File: config.mk
export PLATFORM = sky130hd
export DESIGN_NAME = pipe_stage_reg_flat
export DESIGN_NICKNAME = d
export VERILOG_FILES = /design/src/rtl/pipe_stage_reg_if.sv /design/src/rtl/pipe_stage_reg.sv /design/src/flat_wrapper.sv
export SDC_FILE = /design/constraint.sdc
export NUM_CORES = 1
export LEC_CHECK = 0
export CAP_MARGIN = 10
export CORE_MARGIN = 2
export CORE_UTILIZATION = 40
export CTS_CLUSTER_DIAMETER = 60
export CTS_CLUSTER_SIZE = 25
export DETAILED_ROUTE_END_ITERATION = 12
export PLACE_DENSITY = 0.77
export SETUP_SLACK_MARGIN = 0.05
export SLEW_MARGIN = 15
export SYNTH_ARGS = -nofsm -noshare
export SYNTH_HDL_FRONTEND = slang
export SYNTH_SLANG_ARGS = --single-unit
export TNS_END_PERCENT = 1
File: constraint.sdc
create_clock -name clk -period 6.5 [get_ports clk]
set_clock_uncertainty 0.2 [all_clocks]
set_input_delay 1.3 -clock clk [delete_from_list [all_inputs] [get_ports clk]]
set_output_delay 1.3 -clock clk [all_outputs]
set_load 0.1 [all_outputs]
File: src/rtl/pipe_stage_reg_if.sv
// Handshake bundle for pipe_stage_reg: upstream offer, downstream head, status.
interface pipe_stage_reg_if #(
   parameter int DATA_W = 96,
   parameter int CTRL_W = 3
);
   logic              in_valid;
   logic              in_ready;
   logic [DATA_W-1:0] in_data;
   logic [CTRL_W-1:0] in_ctrl;
   logic              out_valid;
   logic              out_ready;
   logic [DATA_W-1:0] out_data;
   logic [CTRL_W-1:0] out_ctrl;
   logic [1:0]        occupancy;
   logic [15:0]       stall_cnt;

   modport master (
      output in_valid, in_data, in_ctrl, out_ready,
      input  in_ready, out_valid, out_data, out_ctrl, occupancy, stall_cnt
   );

   modport slave (
      input  in_valid, in_data, in_ctrl, out_ready,
      output in_ready, out_valid, out_data, out_ctrl, occupancy, stall_cnt
   );
endinterface

File: src/rtl/pipe_stage_reg.sv
// Pipeline stage register with bubble-as-NOP control and stall counter.
// Define PIPE_STAGE_REG_SKID_EN for a skid slot and fully registered in_ready.
module pipe_stage_reg #(
   parameter int DATA_W = 96,
   parameter int CTRL_W = 3
) (
   input logic          clk,
   input logic          reset,
   input logic          flush,
   pipe_stage_reg_if.slave bus
);
   typedef enum logic [1:0] {
      EMPTY = 2'd0,
      ONE   = 2'd1,
      FULL  = 2'd2
   } state_t;

   state_t            state;
   logic [DATA_W-1:0] head_data;
   logic [CTRL_W-1:0] head_ctrl;
`ifdef PIPE_STAGE_REG_SKID_EN
   logic [DATA_W-1:0] skid_data;
   logic [CTRL_W-1:0] skid_ctrl;
`endif
   logic              rdy_q;
   logic [15:0]       stall_q;
   logic              valid;
   logic              ready;
   logic              accept;
   logic              emit;

   assign valid = (state != EMPTY);

`ifdef PIPE_STAGE_REG_SKID_EN
   assign ready = rdy_q;
`else
   // rdy_q keeps in_ready low during reset and until the first edge after it
   assign ready = rdy_q & (!valid | bus.out_ready);
`endif

   assign accept = bus.in_valid & ready;
   assign emit   = valid & bus.out_ready;

   always_ff @(posedge clk or posedge reset) begin
      if (reset) begin
         state     <= EMPTY;
         head_data <= '0;
         head_ctrl <= '0;
`ifdef PIPE_STAGE_REG_SKID_EN
         skid_data <= '0;
         skid_ctrl <= '0;
`endif
         rdy_q     <= 1'b0;
         stall_q   <= '0;
      end else begin
         if (valid && !bus.out_ready && stall_q != 16'hFFFF)
            stall_q <= stall_q + 16'd1;
         rdy_q <= 1'b1;
         if (flush) begin
            state <= EMPTY;
         end else begin
            unique case (state)
               EMPTY: begin
                  if (accept) begin
                     head_data <= bus.in_data;
                     head_ctrl <= bus.in_ctrl;
                     state     <= ONE;
                  end
               end
               ONE: begin
`ifdef PIPE_STAGE_REG_SKID_EN
                  if (accept && !emit) begin
                     skid_data <= bus.in_data;
                     skid_ctrl <= bus.in_ctrl;
                     state     <= FULL;
                     rdy_q     <= 1'b0;
                  end else if (accept) begin
                     head_data <= bus.in_data;
                     head_ctrl <= bus.in_ctrl;
                  end else if (emit) begin
                     state <= EMPTY;
                  end
`else
                  if (accept) begin
                     head_data <= bus.in_data;
                     head_ctrl <= bus.in_ctrl;
                  end else if (emit) begin
                     state <= EMPTY;
                  end
`endif
               end
               FULL: begin
`ifdef PIPE_STAGE_REG_SKID_EN
                  if (emit) begin
                     head_data <= skid_data;
                     head_ctrl <= skid_ctrl;
                     state     <= ONE;
                  end else begin
                     rdy_q <= 1'b0;
                  end
`else
                  state <= EMPTY;
`endif
               end
               default: state <= EMPTY;
            endcase
         end
      end
   end

   assign bus.in_ready  = ready;
   assign bus.out_valid = valid;
   assign bus.out_data  = head_data;
   assign bus.out_ctrl  = valid ? head_ctrl : '0;
   assign bus.occupancy = state;
   assign bus.stall_cnt = stall_q;
endmodule
File: src/flat_wrapper.sv
// flat-port wrapper written by rule: the top's interface ports become plain ports
module pipe_stage_reg_flat 
#(
   parameter int DATA_W = 96,
   parameter int CTRL_W = 3
)
  (clk, reset, flush, bus_in_valid, bus_in_data, bus_in_ctrl, bus_out_ready, bus_in_ready, bus_out_valid, bus_out_data, bus_out_ctrl, bus_occupancy, bus_stall_cnt);
  pipe_stage_reg_if #(.DATA_W(DATA_W), .CTRL_W(CTRL_W)) bus_i ();
  input logic clk;
  input logic reset;
  input logic flush;
  input wire logic [$bits(bus_i.in_valid)-1:0] bus_in_valid;
  input wire logic [$bits(bus_i.in_data)-1:0] bus_in_data;
  input wire logic [$bits(bus_i.in_ctrl)-1:0] bus_in_ctrl;
  input wire logic [$bits(bus_i.out_ready)-1:0] bus_out_ready;
  output wire logic [$bits(bus_i.in_ready)-1:0] bus_in_ready;
  output wire logic [$bits(bus_i.out_valid)-1:0] bus_out_valid;
  output wire logic [$bits(bus_i.out_data)-1:0] bus_out_data;
  output wire logic [$bits(bus_i.out_ctrl)-1:0] bus_out_ctrl;
  output wire logic [$bits(bus_i.occupancy)-1:0] bus_occupancy;
  output wire logic [$bits(bus_i.stall_cnt)-1:0] bus_stall_cnt;
  assign bus_i.in_valid = bus_in_valid;
  assign bus_i.in_data = bus_in_data;
  assign bus_i.in_ctrl = bus_in_ctrl;
  assign bus_i.out_ready = bus_out_ready;
  assign bus_in_ready = bus_i.in_ready;
  assign bus_out_valid = bus_i.out_valid;
  assign bus_out_data = bus_i.out_data;
  assign bus_out_ctrl = bus_i.out_ctrl;
  assign bus_occupancy = bus_i.occupancy;
  assign bus_stall_cnt = bus_i.stall_cnt;
  pipe_stage_reg #(.DATA_W(DATA_W), .CTRL_W(CTRL_W)) u_core (.clk(clk), .reset(reset), .flush(flush), .bus(bus_i));
endmodule
# Word level (Yosys, flattened, before mapping)
# Index checks and enable logic that the tools add are counted.
dict set report word_totals {
  inputBits 104
  output_inout_bits 119
  ff_bits 118
  word_cells 31
}
dict set report op_classes {
  n_eq_ne 5
  n_addsub 1
  bitwise 5
  n_mux 6
  reduce_logical 9
}
# op n
set ops {}
lappend ops {{$add 16x1->16 const B} 1}
lappend ops {{$ne 16x16->1 const B} 1}
lappend ops {{$mux 2} 4}
lappend ops {{$ne 3x2->1 const B} 2}
lappend ops {{$reduce_and 3->1} 2}
lappend ops {{$pmux 2 s2} 1}
lappend ops {{$and 1x1->1} 3}
lappend ops {{$mux 3} 1}
lappend ops {{$ne 3x3->1 const B} 1}
lappend ops {{$eq 2x1->1 const B} 1}
lappend ops {{$logic_and 1x1->1} 2}
lappend ops {{$logic_not 1->1} 2}
lappend ops {{$logic_not 2->1} 1}
lappend ops {{$reduce_bool 2->1} 1}
lappend ops {{$reduce_or 2->1} 1}
lappend ops {{$not 1->1} 1}
lappend ops {{$or 1x1->1} 1}

# Depth between registers and ports, before layout
# Gate-level depths: netlist of run 1.
dict set report depth {
  word_depth 8
  mapped_depth 6
  mapped_depth_nobuf 5
}

# Worst setup path after synthesis of run 1
# OpenSTA, ideal clock, no wires.
dict set report synth_path {
  path_type {input to output}
  from {in bus_out_ready}
  to {out bus_in_ready}
  stages 2
  path_slack_ns 2.785
  arrival_ns 2.215
  cell_sequence {nand2b_2 > and2_1}
}
dict set report synth_via {
  elab_chain_cells 2
}
# item line
set synth_rtl {}
lappend synth_rtl {{start: declaration} flat_wrapper.sv:15} ;# input wire logic [$bits(bus_i.out_ready)-1:0] bus_out_ready;
lappend synth_rtl {{$or 1x1->1} pipe_stage_reg.sv:38} ;# assign ready = rdy_q & (!valid | bus.out_ready);
lappend synth_rtl {{$and 1x1->1} pipe_stage_reg.sv:38}
lappend synth_rtl {{end: declaration} flat_wrapper.sv:16} ;# output wire logic [$bits(bus_i.in_ready)-1:0] bus_in_ready;
# Every way passes these cells.

# Final worst setup path of run 1
# Ends and elaborated chain as after synthesis.

==> summary.md, run 1 <==
| Metric | Value |
|---|---|
| Worst slew margin | 31.7% |
| Initial DRC count | 89 |
| Main combinational cell family by area after synthesis | multiplexers |
| Synth Area in Compound Gates | 0.696% |
| EDFF count, synth | 0 |
| Initial core utilization | 40.9% |
| Synth Register Bits | 117 |
| Post-synth top area share | 62.7% |
| Post-synth top flop | dfrtp_1 |
| H-tree depth | 4 |
| Fmax | 0.211 GHz |
| Core Rows | 39 |
| Post-route cell area | 7590 sq um |
| Pwr Total | 3.51 mW |
| DR WL met2 | 5800 um |
| Placed Area | 6950 sq um |
| Final hold vios | 0 |
| Actual slew at the worst max-slew pin | 1.02 ns |
| Utilization after layout | 66.5% |
| Post-synthesis cell count | 298 |
| Total grt overflow | 0 |
| Max-cap violation count | 0 |
| Placer Congestion | 0.823 |
| CP max-delay cell | clkdlybuf4s50_1 |
| Status | finished, final reports clean |
| Die ar. | 12600 sq um |
| Core footprint | 11400 sq um |
| CP Capture Type | primary output |
| Antenna-violating nets left | 0 |
| Filler cells | 892 |
| Syn_nets | 403 |
| Clock root cell | clkbuf_16 |
| DR DRC count | 0 |
| Post-cts resize count | 0 |
| Avg Inst Size Synth | 15.7 sq um |
| Wire per inst | 16.5 um |
| Buf+Inv Stages, Crit Path | 2 |
| Clock latency on the worst-skew pair | 0.40 ns |
| Final period utilization | 72.9% |
| Yosys warning count | 0 |
| WP data required | 5.00 ns |
| Vias | 3281 |
| Crit path time final | 4.74 ns |
| Top Family by Delay on Critical Path | buffers and inverters |
| CP max FO | 4 |
| CTS tree | done |
| Worst path cell trace | clkdlybuf4s50_1 -> nand2b_2 -> and2_1 -> clkdlybuf4s50_1 |
| DR pass1 iterations | 4 |
| Synth unique cells | 32 |
| Inserted Clock Buffers | 17 |
| Arrival @ worst endpoint | 3.24 ns |
| Post-DR vias/cell | 4.80 |
| RSZ-0062 raised after global routing | no |
| DRT Wirelength | 11300 um |
| Post-synth top cells | dfrtp_1 (117), mux2_2 (71), mux2_1 (29) |
| Total GRT Usage | 18.6% |
| Postcts setup bufs | 0 |
| Max VDD drop | 304 uV |
| XOR/XNOR Fraction of Synth Area | 2.44% |
| Largest net degree at the start of global routing | 65 |
| Adder-Cell Fraction of Synth Area | 0.268% |
| First-pass GRT wire length | 18200 um |
| Initial antenna violation count | 0 |
| Number of global-route vias before repair | 3617 |
| Ports | 223 |
| Setup TNS | 0 ns |
| Die Ht | 112 um |
| Die Span X | 112 um |
| Count leader, synth | dfrtp_1 |
| Mux contribution to synthesized area | 24.4% |
| Setup CP Type | in2out |
| Clk sinks | 117 |
| FFs w/ async S/R, synth | 100% |
| Critical path startpoint category | primary input |
| Nets | 633 |
| Proportion of layout cells with a drive suffix above 1 | 20.6% |
| Largest area contributor in the netlist | dfrtp_1 |
| DP Worst Slack | 1.76 ns |
| Cts hold-fix bufs | 0 |
| Sequential area share after synthesis | 62.7% |
| Area Overhead vs Synth | 62.5% |
| Worst path max stage delay | 1.13 ns |
| Top Layer Used | met4 |
| Final WS setup | 1.76 ns |
| Clock slew at reported path FFs | 0.05 ns |
| Register area | 2930 sq um |
| Port bufs | 221 |
| Synthesized area | 4670 sq um |
| Synth Area in Simple Gates | 6.19% |
| Synth top area cells | dfrtp_1 (63%), mux2_2 (17%), mux2_1 (7.0%), buf_6 (2.4%), xor2_1 (1.5%) |
| Power Density | 463 nW/um^2 |
| Area of the multi-input gates | 1600 sq um |
| Crit-path most repeated cell | clkdlybuf4s50_1 |
| Register-to-register setup slack | 4.26 ns |
| Diode count | 0 |
| Final Max Slew Viols | 0 |
| Setup-failing EPs final | 0 |
| Met3 wire len | 1010 um |
| Post-DP HPWL | 8190 um |
| WL met1 | 4270 um |
| Max clock buf depth | 2 |
| HP Class | reg2reg |
| P_leak | 3.23 nW |
cell families (layout without fill, tap and decap cells):
family | after synthesis | count (layout)
compound gates | 4 | 4
xor+xnor | 13 | 13
fa+ha+maj | 1 | 1
buf+inv | 16 | 258
flops | 117 | 117
mux | 101 | 101
other cells | 2 | 2
simple gates | 44 | 44
final timing paths:
kind / from / to / cells after the start
min in group asynchronous: reset / u_core.bus.out_data[0] / 2
setup / recovery: bus_out_ready / bus_in_ready / 4
setup reg to reg: u_core.bus.occupancy[0] / u_core.bus.out_data[66] / 5
hold / removal: u_core.bus.out_data[82] / u_core.bus.out_data[82] / 1
max in group asynchronous: reset / u_core.bus.stall_cnt[4] / 3
hold reg to reg: u_core.bus.out_data[82] / u_core.bus.out_data[82] / 1
power breakdown:
part | internal [mW] | switching, mW | leakage (nW) | total [mW]
Combinational | 0.379 | 1.17 | 1.52 | 1.55
Sequential | 0.869 | 0.0842 | 1.41 | 0.953
Clock | 0.697 | 0.308 | 0.306 | 1.01
Total | 1.94 | 1.57 | 3.23 | 3.51
stage by stage:
step | std cells | hold WS (ns)
floorplan | 298 | 0.271
detailed placement | 652 | 0.280
global placement | 652 | 0.273
CTS | 683 | 0.292
finish | 683 | 0.286
global route | 683 | 0.300
registers in the layout (all words and copies together), names as in the netlist:
signal,cells
u_core.bus.stall_cnt,16
u_core.bus.out_data,96
u_core.head_ctrl,3
u_core.rdy_q,1
u_core.bus.occupancy,1
metal layers:
metal,up-vias,global-route usage (%)
met5,-,0
met4,0,7.15
met3,11,8.10
met2,149,31.2
met1,1607,21.1
li1,1514,-
cell usage in the layout (no fill, tap or decap), types with 3 or more instances in the layout:
master           instances
clkdlybuf4s50_1        221
dfrtp_1                117
mux2_2                  71
mux2_1                  29
clkbuf_16               17
xor2_1                   8
nand2_1                  7
nor2_1                   7
nand4_1                  6
xnor2_1                  5
bufinv_16                5
and2_1                   4
nand3b_1                 3
and4_1                   3
nand3_1                  3
clkbuf_1                 3
buf_4                    3
area by class of cell:
| type | count | area share, % |
|---|---|---|
| sequential | 117 | 38.6 |
| timing repair buffer | 224 | 29.4 |
| tap | 143 | 2.36 |
| multi-input combinational | 165 | 21.0 |
| clock inverter | 9 | 2.31 |
| clock buffer | 22 | 6.12 |
| inverter | 3 | 0.181 |
Note: power is estimated with default switching activity, not from simulation.
==> run 2: changes to the inputs <==
clock period = 4.5 ns   (was 6.5 ns; I/O delays follow)
==> summary.md, run 2 (synthesis results as in run 1) <==
| Metric | Value |
|---|---|
| Max clock buf depth | 2 (unchanged) |
| CP max-delay cell | clkdlybuf4s50_1 |
| Proportion of layout cells with a drive suffix above 1 | 20.7% (+0.19 points) |
| Filler cells | 839 (-5.9%) |
| Top Family by Delay on Critical Path | buffers and inverters |
| Postcts setup bufs | 0 (unchanged) |
| Largest net degree at the start of global routing | 101 (+55%) |
| Worst path max stage delay | 1.15 ns (+0.02 ns) |
| HP Class | reg2reg |
| Critical path startpoint category | flop |
| Max-cap violation count | 0 (unchanged) |
| Setup CP Type | reg2out |
| HP Start | u_core.bus.out_data[23] |
| Worst path cell trace | and2_1 -> clkdlybuf4s50_1 |
| Register area | 2930 sq um (unchanged) |
| P_leak | 3.24 nW (+0.23%) |
| Power Density | 665 nW/um^2 (+44%) |
| Crit path time final | 3.30 ns |
| Post-DR vias/cell | 4.80 (-0.15%) |
| Total grt overflow | 0 (unchanged) |
| DR DRC count | 0 (unchanged) |
| Number of flip-flops in the largest register | 96 (unchanged) |
| Clock slew at reported path FFs | 0.05 ns (about the same) |
| H-tree depth | 4 (unchanged) |
| Ports | 223 (unchanged) |
| First-pass GRT wire length | 18200 um (about the same) |
| Wire per inst | 16.8 um (+1.9%) |
| Final Max Slew Viols | 0 (unchanged) |
| Core Rows | 39 (unchanged) |
| Initial antenna violation count | 0 (unchanged) |
| Status | finished, final reports clean |
| Commonest non-fill, non-tap cells in the layout | clkdlybuf4s50_1 (220), dfrtp_1 (117), mux2_2 (71) |
| Diode count | 0 (unchanged) |
| CP max FO | 8 (+4) |
| Port bufs | 221 (unchanged) |
| RSZ-0062 raised after global routing | no |
| DRT Wirelength | 11500 um (+1.9%) |
| Inserted Clock Buffers | 17 (unchanged) |
| Number of global-route vias before repair | 3570 (-1.3%) |
| Clk sinks | 117 (unchanged) |
| Most common cell after layout, fill and taps aside | clkdlybuf4s50_1 |
| Clock root cell | clkbuf_16 |
| Max VDD drop | 386 uV (+27%) |
| Post-route cell area | 7600 sq um (+0.16%) |
| Placed Area | 6970 sq um (+0.22%) |
| Die ar. | 12600 sq um (unchanged) |
| Die Span X | 112 um (unchanged) |
| First element of the critical path | u_core.bus.occupancy[0] |
| Arrival @ worst endpoint | 2.20 ns (-1.04 ns) |
| Core footprint | 11400 sq um (unchanged) |
| Final period utilization | 73.4% |
| DR pass1 iterations | 4 (unchanged) |
| Placer Congestion | 0.820 (-0.34%) |
| Cts hold-fix bufs | 0 (unchanged) |
| Post-cts resize count | 0 (unchanged) |
| Worst slew margin | 32.1% (+0.37 points) |
| Nets | 632 (-0.16%) |
| Antenna-violating nets left | 0 (unchanged) |
| Initial DRC count | 87 (-2.2%) |
| Clock latency on the worst-skew pair | 0.40 ns (about the same) |
| Actual slew at the worst max-slew pin | 1.02 ns (-0.00557 ns) |
| Vias | 3276 (-0.15%) |
| CP Capture Type | primary output |
| Utilization after layout | 66.6% (+0.11 points) |
| Setup TNS | 0 ns (unchanged) |
| WP data required | 3.40 ns (-1.60 ns) |
| Total GRT Usage | 18.8% (+0.22 points) |
| Area of the multi-input gates | 1600 sq um (unchanged) |
| Final hold vios | 0 (unchanged) |
| Critical R2R Launch | u_core.bus.occupancy[0] |
| Setup-failing EPs final | 0 (unchanged) |
| Fmax | 0.303 GHz |
| Post-DP HPWL | 8160 um (-0.36%) |
| Die Ht | 112 um (unchanged) |
| Area Overhead vs Synth | 62.8% |
| Initial core utilization | 40.9% (unchanged) |
| Buf+Inv Stages, Crit Path | 1 (-1) |
| CTS tree | done |
==> run 2: cell types whose count changed in the layout (fill, tap and decap cells not counted), sizes merged <==
| cell | delta |
|---|---|
| clkbuf | +2 |
| clkdlybuf4s50 | -1 |
| bufinv | -1 |
==> run 2: worst paths after layout <==
path	end	slack, ns	depth (start not counted)
setup / recovery	bus_out_ctrl[1]	1.20	2
hold / removal	u_core.bus.out_data[23]	0.29	1
setup reg to reg	u_core.bus.out_data[15]	2.32	5
hold reg to reg	u_core.bus.out_data[23]	0.29	1
max in group asynchronous	u_core.bus.out_data[75]	2.53	3
min in group asynchronous	u_core.head_ctrl[0]	0.78	2
==> run 2: per-layer routing <==
layer  vias up  GRT usage (%)  part of all wire, %
met3        21           7.99                  9.0
met2       153           32.0                   51
met5         -              0                    0
met4         0           8.62                  2.2
li1       1507              -                    -
met1      1595           20.4                   37
==> run 2: cell type report <==
class / count / area share [%]
sequential: 117 / 38.5
timing repair buffer: 223 / 29.6
multi-input combinational: 165 / 21.0
clock buffer: 24 / 6.47
tap: 143 / 2.35
clock inverter: 8 / 1.91
inverter: 3 / 0.181
==> run 2: worst register-to-register path, cell delays in order (launching register included) <==
cell      delay [ns]
dfrtp_1         0.48
nand2b_2        0.13
and2_1          0.19
nand3b_1        0.13
buf_12          0.37
mux2_2          0.55
==> run 2: power by group <==
group	switching, mW	internal, mW	total (mW)	leakage, nW
Combinational	1.70	0.549	2.25	1.52
Sequential	0.122	1.26	1.38	1.41
Clock	0.446	0.983	1.43	0.306
Total	2.27	2.79	5.06	3.24
==> run 2: metrics by stage <==
step | setup WS (ns) | total power, mW | cells | hold slack [ns]
6_report | 1.20 | 5.06 | 683 | 0.287
5_1_grt | 1.12 | 5.22 | 683 | 0.311
4_1_cts | 1.16 | 5.11 | 683 | 0.293
3_5_place_dp | 1.40 | 3.65 | 651 | 0.281
3_3_place_gp | 1.44 | 3.63 | 651 | 0.274
2_1_floorplan | 0.299 | 3.07 | 298 | 0.271
==> run 3: changes to the inputs <==
clock period = 3.3 ns   (was 4.5 ns; I/O delays follow)
==> summary.md, run 3 (synthesis results as in run 1) <==
| Metric | Value |
|---|---|
| Status | finished, final reports clean |
| Placer Congestion | 0.826 (+0.72%) |
| Port bufs | 221 (unchanged) |
| Area Overhead vs Synth | 54.8% |
| Cts hold-fix bufs | 0 (unchanged) |
| H-tree depth | 4 (unchanged) |
| Die Ht | 112 um (unchanged) |
| Max VDD drop | 697 uV (+81%) |
| Largest net degree at the start of global routing | 61 (-40%) |
| Clk sinks | 117 (unchanged) |
| Crit path time final | 2.58 ns |
| Post-DR vias/cell | 4.82 (+0.43%) |
| DRT Wirelength | 11000 um (-4.0%) |
| Clock latency on the worst-skew pair | 0.40 ns (about the same) |
| Number of flip-flops in the largest register | 96 (unchanged) |
| Nets | 634 (+0.32%) |
| Total GRT Usage | 18.1% (-0.73 points) |
| Number of global-route vias before repair | 3519 (-1.4%) |
| Inserted Clock Buffers | 17 (unchanged) |
| Actual slew at the worst max-slew pin | 0.717 ns (-0.298 ns) |
| Placed Area | 6720 sq um (-3.6%) |
| RSZ-0062 raised after global routing | no |
| Core Rows | 39 (unchanged) |
| Commonest non-fill, non-tap cells in the layout | buf_4 (118), dfrtp_1 (117), clkdlybuf4s50_1 (103) |
| Die Span X | 112 um (unchanged) |
| Max-cap violation count | 0 (unchanged) |
| Final Max Slew Viols | 0 (unchanged) |
| HP Class | reg2reg |
| Initial core utilization | 40.9% (unchanged) |
| Placed cells | 653 (+0.31%) |
| Post-route cell area | 7230 sq um (-4.9%) |
| DR pass1 iterations | 4 (unchanged) |
| Fmax | 0.388 GHz |
| Setup-failing EPs final | 0 (unchanged) |
| Register area | 2930 sq um (unchanged) |
| Worst slew margin | 52.2% (+20 points) |
| Final hold vios | 0 (unchanged) |
| Initial DRC count | 135 (+55%) |
| Initial antenna violation count | 0 (unchanged) |
| Core footprint | 11400 sq um (unchanged) |
| Most common cell after layout, fill and taps aside | buf_4 |
| Critical path startpoint category | primary input |
| CP Capture Type | primary output |
| Proportion of layout cells with a drive suffix above 1 | 42.0% (+21 points) |
| WP data required | 2.44 ns (-0.96 ns) |
| Antenna-violating nets left | 0 (unchanged) |
| Power Density | 892 nW/um^2 (+34%) |
| DP Worst Slack | 0.485 ns (-0.914 ns) |
| CP max FO | 4 (-4) |
| First-pass GRT wire length | 17800 um (-2.2%) |
| Wire per inst | 16.1 um (-4.1%) |
| Final period utilization | 78.1% |
| Post-DP HPWL | 7990 um (-2.0%) |
| Vias | 3295 (+0.58%) |
| Final WS setup | 0.724 ns (-0.475 ns) |
| Pwr Total | 6.45 mW (+27%) |
| Postcts setup bufs | 0 (unchanged) |
| Utilization after layout | 63.3% (-3.3 points) |
| Diode count | 0 (unchanged) |
| Setup CP Type | in2out |
| Post-cts resize count | 0 (unchanged) |
| Arrival @ worst endpoint | 1.72 ns (-0.48 ns) |
| CTS tree | done |
| Total grt overflow | 0 (unchanged) |
| P_leak | 3.34 nW (+3.0%) |
| DR DRC count | 0 (unchanged) |
| Clock root cell | clkbuf_16 |
| Die ar. | 12600 sq um (unchanged) |
| Filler cells | 884 (+5.4%) |
| Clock slew at reported path FFs | 0.05 ns (about the same) |
| Final hold slack | 0.286 ns (-0.00132 ns) |
| Max clock buf depth | 2 (unchanged) |
| Setup TNS | 0 ns (unchanged) |
| Post-Layout Cell Count | 684 (+0.15%) |
| Area of the multi-input gates | 1600 sq um (unchanged) |
| Ports | 223 (unchanged) |
## run 3: cell types whose count changed in the layout (fill, tap and decap cells not counted), moves of 2 or more
cell             delta
bufinv_16           -4
buf_4             +117
buf_12              +2
clkdlybuf4s50_1   -117
clkbuf_1            +3
clkinv_2            +3
## run 3: final timing paths
check,startpoint,slack [ns],to,cells past startpoint
worst min register to register,u_core.bus.out_data[57],0.29,u_core.bus.out_data[57],1
max in group asynchronous,reset,1.72,u_core.bus.out_data[28],3
min in group asynchronous,reset,0.52,u_core.bus.out_data[81],3
worst max-delay path,bus_out_ready,0.72,bus_in_ready,4
worst min-delay path,u_core.bus.out_data[57],0.29,u_core.bus.out_data[57],1
worst max register to register,u_core.bus.occupancy[0],1.19,u_core.bus.out_data[44],5
## run 3: critical path: stages
cell and delay, ns:
clkdlybuf4s50_1 0.49, nand2b_2 0.16, and2_1 0.21, buf_12 0.19
## run 3: report_power, final
| part | leakage [nW] | switching (mW) | internal (mW) |
|---|---|---|---|
| combinational | 1.67 | 2.31 | 0.656 |
| sequential | 1.41 | 0.173 | 1.71 |
| clock | 0.258 | 0.588 | 1.01 |
## run 3: layer usage
| metal | wire length (um) | track usage [%] | part of all wire, % | vias to the layer above |
|---|---|---|---|---|
| met2 | 5580 | 30.2 | 51 | 147 |
| met5 | 0 | 0 | 0 | - |
| met3 | 899 | 6.75 | 8.2 | 19 |
| met1 | 4290 | 20.9 | 39 | 1615 |
| met4 | 238 | 7.89 | 2.2 | 0 |
| li1 | - | - | - | 1514 |
## run 3: cell type report
| class | instances | area share, % |
|---|---|---|
| clock inverters | 5 | 0.346 |
| clock buffers | 26 | 6.77 |
| flip-flops and latches | 117 | 40.5 |
| repair buffers | 225 | 27.6 |
| well taps | 143 | 2.47 |
| inverters | 3 | 0.208 |
| multi-input cells | 165 | 22.1 |
==> RTL change 1: new RTL, flow settings as in run 3 <==
The option `PIPE_STAGE_REG_SKID_EN` is turned on by a define.
--- a/src/rtl/pipe_stage_reg.sv
+++ b/src/rtl/pipe_stage_reg.sv
@@ -1,5 +1,7 @@
 // Pipeline stage register with bubble-as-NOP control and stall counter.
 // Define PIPE_STAGE_REG_SKID_EN for a skid slot and fully registered in_ready.
+`define PIPE_STAGE_REG_SKID_EN
+
 module pipe_stage_reg #(
    parameter int DATA_W = 96,
    parameter int CTRL_W = 3
Behaviour: not the same (a bounded check fails within 4 cycles, from zero or initial values and one cycle with reset high).
==> RTL change 1 against run 3 <==
- count of clock-buffer cells in the layout is 7 lower
- first-iteration DRC count rose by 100%
- worst hold slack worse by 0.012 ns
- routed wire length rose by 85%
- die area rose by 96%
- setup slack got worse by 0.22 ns
- design area increased by 69%
- via count up 92%
- synthesized area is 100% higher
- sequential cell count is 100 higher
- critical path type is now reg2out
- critical endpoint is now bus_out_ctrl[1]
Power is not shown: default switching activity piles up to over one toggle a cycle in this logic, so the estimate is an artifact.
==> RTL change 1: results (changes against run 3) <==
Run status
  • Status: complete, no violations (unchanged)

Critical path
  • Slowest cell on crit path: dfrtp_1 (was clkdlybuf4s50_1)
  • Worst path max stage delay: 0.44 ns (was 0.49 ns)
  • FF-to-FF End: u_core.skid_data[89] (was u_core.bus.out_data[44])
  • Crit path arrival time: 1.94 ns (was 1.72 ns)
  • CP max FO: 9 (was 4)
  • Worst Reg2Reg Path Length in Cells: 6 (was 5)

Synth
  • Netlist cell types: 37 (was 32)
  • Cells after Synth: 748 (was 298)
  • Most frequent cells after synthesis: dfrtp_1, nand2_1, mux2_1 (was dfrtp_1, mux2_2, mux2_1)
  • Post-synthesis sequential area ratio: 58.2% (was 62.7%)
  • Synth area leaders: dfrtp_1, mux2_1, mux2i_1 (was dfrtp_1, mux2_2, mux2_1)
  • Syn Nets: 858 (was 403)

Detailed routing
  • Initial drt markers: 274 (was 135)
  • Vias/cell: 4.90 (was 4.82)
  • Routed len/inst: 15.8 µm (was 16.1 µm)

Layout
  • Fill cells: 1934 (was 884)
  • Final nets: 1072 (was 634)
  • Post-Layout Cell Count: 1287 (was 684)

STA
  • Worst slew margin: 47.0% (was 52.2%)

CTS
  • H-Tree Depth: 1 (was 4)
  • Clock tree buffer depth: 3 (was 2)
  • Worst-skew pair later-pin latency: 0.49 ns (was 0.40 ns)
  • Worst-path clk slew: 0.08 ns (was 0.05 ns)

Place
  • I/O Buffers: 222 (was 221)
  • Routability cong.: 0.792 (was 0.826)
  • Pre-CTS setup slack: 0.454 ns (was 0.485 ns)

Global route
  • GRT Total Usage: 16.8% (was 18.1%)
  • Largest net degree at the start of global routing: 104 (was 61)
  • Global-route wire length before repair: 33.6 mm (was 17.8 mm)

Min path
  • Hold path start: u_core.head_ctrl[2] (was u_core.bus.out_data[57])
  • Hold path cells: 2 (was 1)
  • End point of the worst hold path: u_core.head_ctrl[2] (was u_core.bus.out_data[57])
[RTL change 1: cell count changes after synthesis, moves of 10 or more]
cell,delta
nand2_1,+102
dfrtp_1,+100
mux2i_1,+99
o21ai_0,+83
mux2_1,+71
mux2_2,-70
o21ai_1,+20
buf_2,+19
clkbuf_1,+10
[RTL change 1: worst max path at each step]
stage,to,from,slack [ns],depth (start not counted)
5_1_grt,bus_out_ctrl[2],u_core.bus.occupancy[0],0.36,4
3_5_place_dp,u_core.skid_data[4],bus_out_ready,0.45,5
6_report,bus_out_ctrl[1],u_core.bus.occupancy[0],0.50,4
3_3_place_gp,u_core.skid_data[10],bus_out_ready,0.49,5
4_1_cts,bus_out_ctrl[1],u_core.bus.occupancy[0],0.43,4
2_1_floorplan,bus_out_ctrl[0],u_core.bus.occupancy[0],-0.40,3
[RTL change 1: metrics by stage]
stage / cell area, µm² / setup TNS [ns] / hold WS [ns]
after global routing: 12200 / 0 / 0.303
after CTS: 12200 / 0 / 0.277
final: 12200 / 0 / 0.274
after detailed placement: 11600 / 0 / 0.263
after global placement: 11600 / 0 / 0.257
after floorplan: 9340 / -84.97 / 0.242
[RTL change 1: logic make-up (layout without fill, tap and decap cells)]
family                   count (synthesis)  in the layout  synth area share [%]
AND/OR/NAND/NOR                        149            149                  7.17
buffers and inverters                   50            276                  3.35
AO/OA/AOI/OAI                          113            113                  6.45
flip-flops                             217            217                  58.2
XOR/XNOR                                13             13                  1.22
adder cells (fa/ha/maj)                  6              6                 0.804
multiplexers                           200            200                  22.8
[RTL change 1: layout make-up]
cell class | instances | area, µm² | area share [%]
Multi-Input combinational cell | 481 | 3610 | 29.5
Tap cell | 313 | 392 | 3.20
Timing Repair Buffer | 238 | 2140 | 17.5
Sequential cell | 217 | 5430 | 44.3
Inverter | 6 | 26.3 | 0.215
Clock inverter | 13 | 166 | 1.36
Clock buffer | 19 | 475 | 3.88
[RTL change 1: worst register-to-register path, delay by kind of cell, from the launching register on]
family	cells	cell delay (ns)
adder cells (fa/ha/maj)	1	0.47
flip-flops	1	0.44
multiplexers	1	0.41
AND/OR/NAND/NOR	2	0.54
buffers and inverters	2	0.49
[RTL change 1: per-layer routing]
layer	routed length, µm	global-route usage (%)	up-vias
met5	0	0	-
met4	403	3.93	0
met3	1530	5.07	27
met2	9490	27.1	165
met1	8930	22.2	3084
li1	-	-	3036
==> RTL change 2: new RTL, config.mk and constraints of run 3 <==
Without the edit above. Reset style: synchronous (`reset`), changed in one clocked block.
--- a/src/rtl/pipe_stage_reg.sv
+++ b/src/rtl/pipe_stage_reg.sv
@@ -41,7 +41,7 @@
    assign accept = bus.in_valid & ready;
    assign emit   = valid & bus.out_ready;
 
-   always_ff @(posedge clk or posedge reset) begin
+   always_ff @(posedge clk) begin
       if (reset) begin
          state     <= EMPTY;
          head_data <= '0;
Function: differs if reset is asserted again (counterexample within 4 cycles, from zero or initial values and one cycle with reset high); with reset held inactive, the same outputs for 4 cycles.
==> RTL change 2 against run 3 <==
- count of clock-buffer cells in the layout down 5
- synthesized cell count increased by 80%
- synthesized area shrank 7.6%
- routed wire length rose by 10%
- setup slack got worse by 0.059 ns
- sequential cell count unchanged
- design area shrank 5.1%
- sequential share of layout area decreased by 6.4 points
Power is not compared: it rests on default switching activity, and its combinational part moved more than twofold at a synthesized area within 25%.
==> RTL change 2: results (changes against run 3) <==
Global route
  • M2 GR Usage: 32.8% (was 30.2%)
  • Vias in the first global route: 3972 (was 3519)
  • Initial antenna violation count: 0 (unchanged)
  • Largest net degree at the start of global routing: 100 (was 61)
  • GRT Total Usage: 19.8% (was 18.1%)
  • Global-route wire length before repair: 18.5 mm (was 17.8 mm)
  • Met1 GRT Util: 23.3% (was 20.9%)
  • GR Util met3: 7.45% (was 6.75%)

Detailed routing
  • Drt pass-1 iters: 5 (was 4)
  • Routed len/inst: 13.6 µm (was 16.1 µm)
  • Initial drt markers: 289 (was 135)
  • Routed via count: 4303 (was 3295)

Critical path
  • CP max FO: 3 (was 4)
  • Worst Reg2Reg Path Length in Cells: 4 (was 5)
  • Flop2flop setup slack: 1.12 ns (was 1.19 ns)
  • Crit path arrival time: 1.77 ns (was 1.72 ns)

Synth
  • Most frequent cells after synthesis: nand2_1, dfxtp_1, a21oi_1 (was dfrtp_1, mux2_2, mux2_1)
  • Post-synth ARST share: 0% (was 100%)
  • Synth Area in Adders: 0.290% (was 0.268%)
  • Avg Inst Size Synth: 8.05 µm² (was 15.7 µm²)
  • Ys Warns: 0 (unchanged)
  • Syn Nets: 641 (was 403)
  • Post-synthesis sequential area ratio: 54.3% (was 62.7%)
  • Complex-gate fraction of the synthesized area: 13.5% (was 0.696%)
  • Netlist cell types: 35 (was 32)
  • Synth Area in XOR/XNOR: 1.62% (was 2.44%)
  • Synth area leaders: dfxtp_1, nand2_1, a21oi_1 (was dfrtp_1, mux2_2, mux2_1)
  • Mux cell area share after synthesis: 0.232% (was 24.4%)

Min path
  • Hold path cells: 2 (was 1)
  • Hold/Removal Path Class: reg2reg (unchanged)

Layout
  • Post-Layout Cell Count: 892 (was 684)
  • Share of cells above drive strength 1: 21.6% (was 42.0%)
  • Max reg flops: 96 (unchanged)
  • Antenna diodes: 0 (unchanged)
  • Final nets: 848 (was 634)

Place
  • Placed cell areas: 6280 µm² (was 6720 µm²)
  • Routability cong.: 0.772 (was 0.826)
  • HPWL after DPL: 8.46 mm (was 7.99 mm)
  • I/O Buffers: 221 (unchanged)
  • Placed Cells: 860 (was 653)

Run status
  • Status: complete, no violations (unchanged)

CTS
  • H-Tree Depth: 4 (unchanged)
  • Worst-skew pair later-pin latency: 0.49 ns (was 0.40 ns)
  • CTS root buffer: clkbuf_8 (was clkbuf_16)
  • Clock tree buffer depth: 2 (unchanged)
  • Resized cells post-CTS: 0 (unchanged)
  • Worst-path clk slew: 0.06 ns
  • CTS Buf Count: 17 (unchanged)
  • # Post-CTS Setup Buffers: 0 (unchanged)

Pwr
  • Leak pwr: 2.70 nW
  • Internal Pwr Total: 2.76 mW
  • Worst VDD drop: 370 µV

STA
  • Worst Tran Pin Value: 1.03 ns (was 0.717 ns)
## RTL change 2: cell type report
cell class | instances | area, µm²
Clock buffer | 21 | 449
Sequential cell | 117 | 2340
Tap cell | 136 | 170
Fill cell | 871 | 3560
Multi-Input combinational cell | 380 | 1800
Inverter | 3 | 11.3
Timing Repair Buffer | 224 | 1960
Clock inverter | 11 | 126
## RTL change 2: power groups by stage
stage | sequential, mW | combinational (mW) | clock (mW)
after floorplan | 1.79 | 0.110 | 0
final | 1.48 | 0.600 | 1.74
after global routing | 1.48 | 0.627 | 1.85
after CTS | 1.48 | 0.603 | 1.78
after detailed placement | 1.51 | 0.601 | 0
after global placement | 1.50 | 0.598 | 0
## RTL change 2: worst paths after layout
path | startpoint | endpoint
setup / recovery | bus_out_ready | bus_in_ready
hold / removal | u_core.bus.out_data[41] | u_core.bus.out_data[41]
setup reg to reg | u_core.bus.occupancy[0] | u_core.bus.out_data[9]
hold reg to reg | u_core.bus.out_data[41] | u_core.bus.out_data[41]
## RTL change 2: metrics by stage
| stage | util (%) | hold WS [ns] | worst slack (ns) | total power [mW] |
|---|---|---|---|---|
| final | 65.8 | 0.253 | 0.665 | 3.82 |
| after global routing | 65.8 | 0.272 | 0.628 | 3.96 |
| after CTS | 65.8 | 0.255 | 0.659 | 3.86 |
| after detailed placement | 60.3 | 0.247 | 0.458 | 2.11 |
| after global placement | 60.3 | 0.239 | 0.523 | 2.10 |
| after floorplan | - | 0.232 | 0.559 | 1.90 |
## RTL change 2: metal layers
metal | wire (µm) | share of wire [%]
met3 | 1120 | 9.2
met4 | 167 | 1.4
met2 | 5850 | 48
met1 | 4990 | 41
met5 | 0 | 0
## RTL change 2: logic make-up (layout without fill, tap and decap cells)
group                      count (synthesis)  count (layout)
and+or+nand+nor                          255             255
DFF                                      117             117
AOI/OAI and AO/OA                        114             114
buffers and inverters                     39             259
xor gates and xnor gates                   8               8
adders and majority gates                  1               1
other                                      1               1
muxes                                      1               1
## RTL change 2: critical path, stage by stage
cell	delay (ns)
clkdlybuf4s50_1	0.54
nand2b_1	0.20
and2_1	0.19
buf_12	0.18
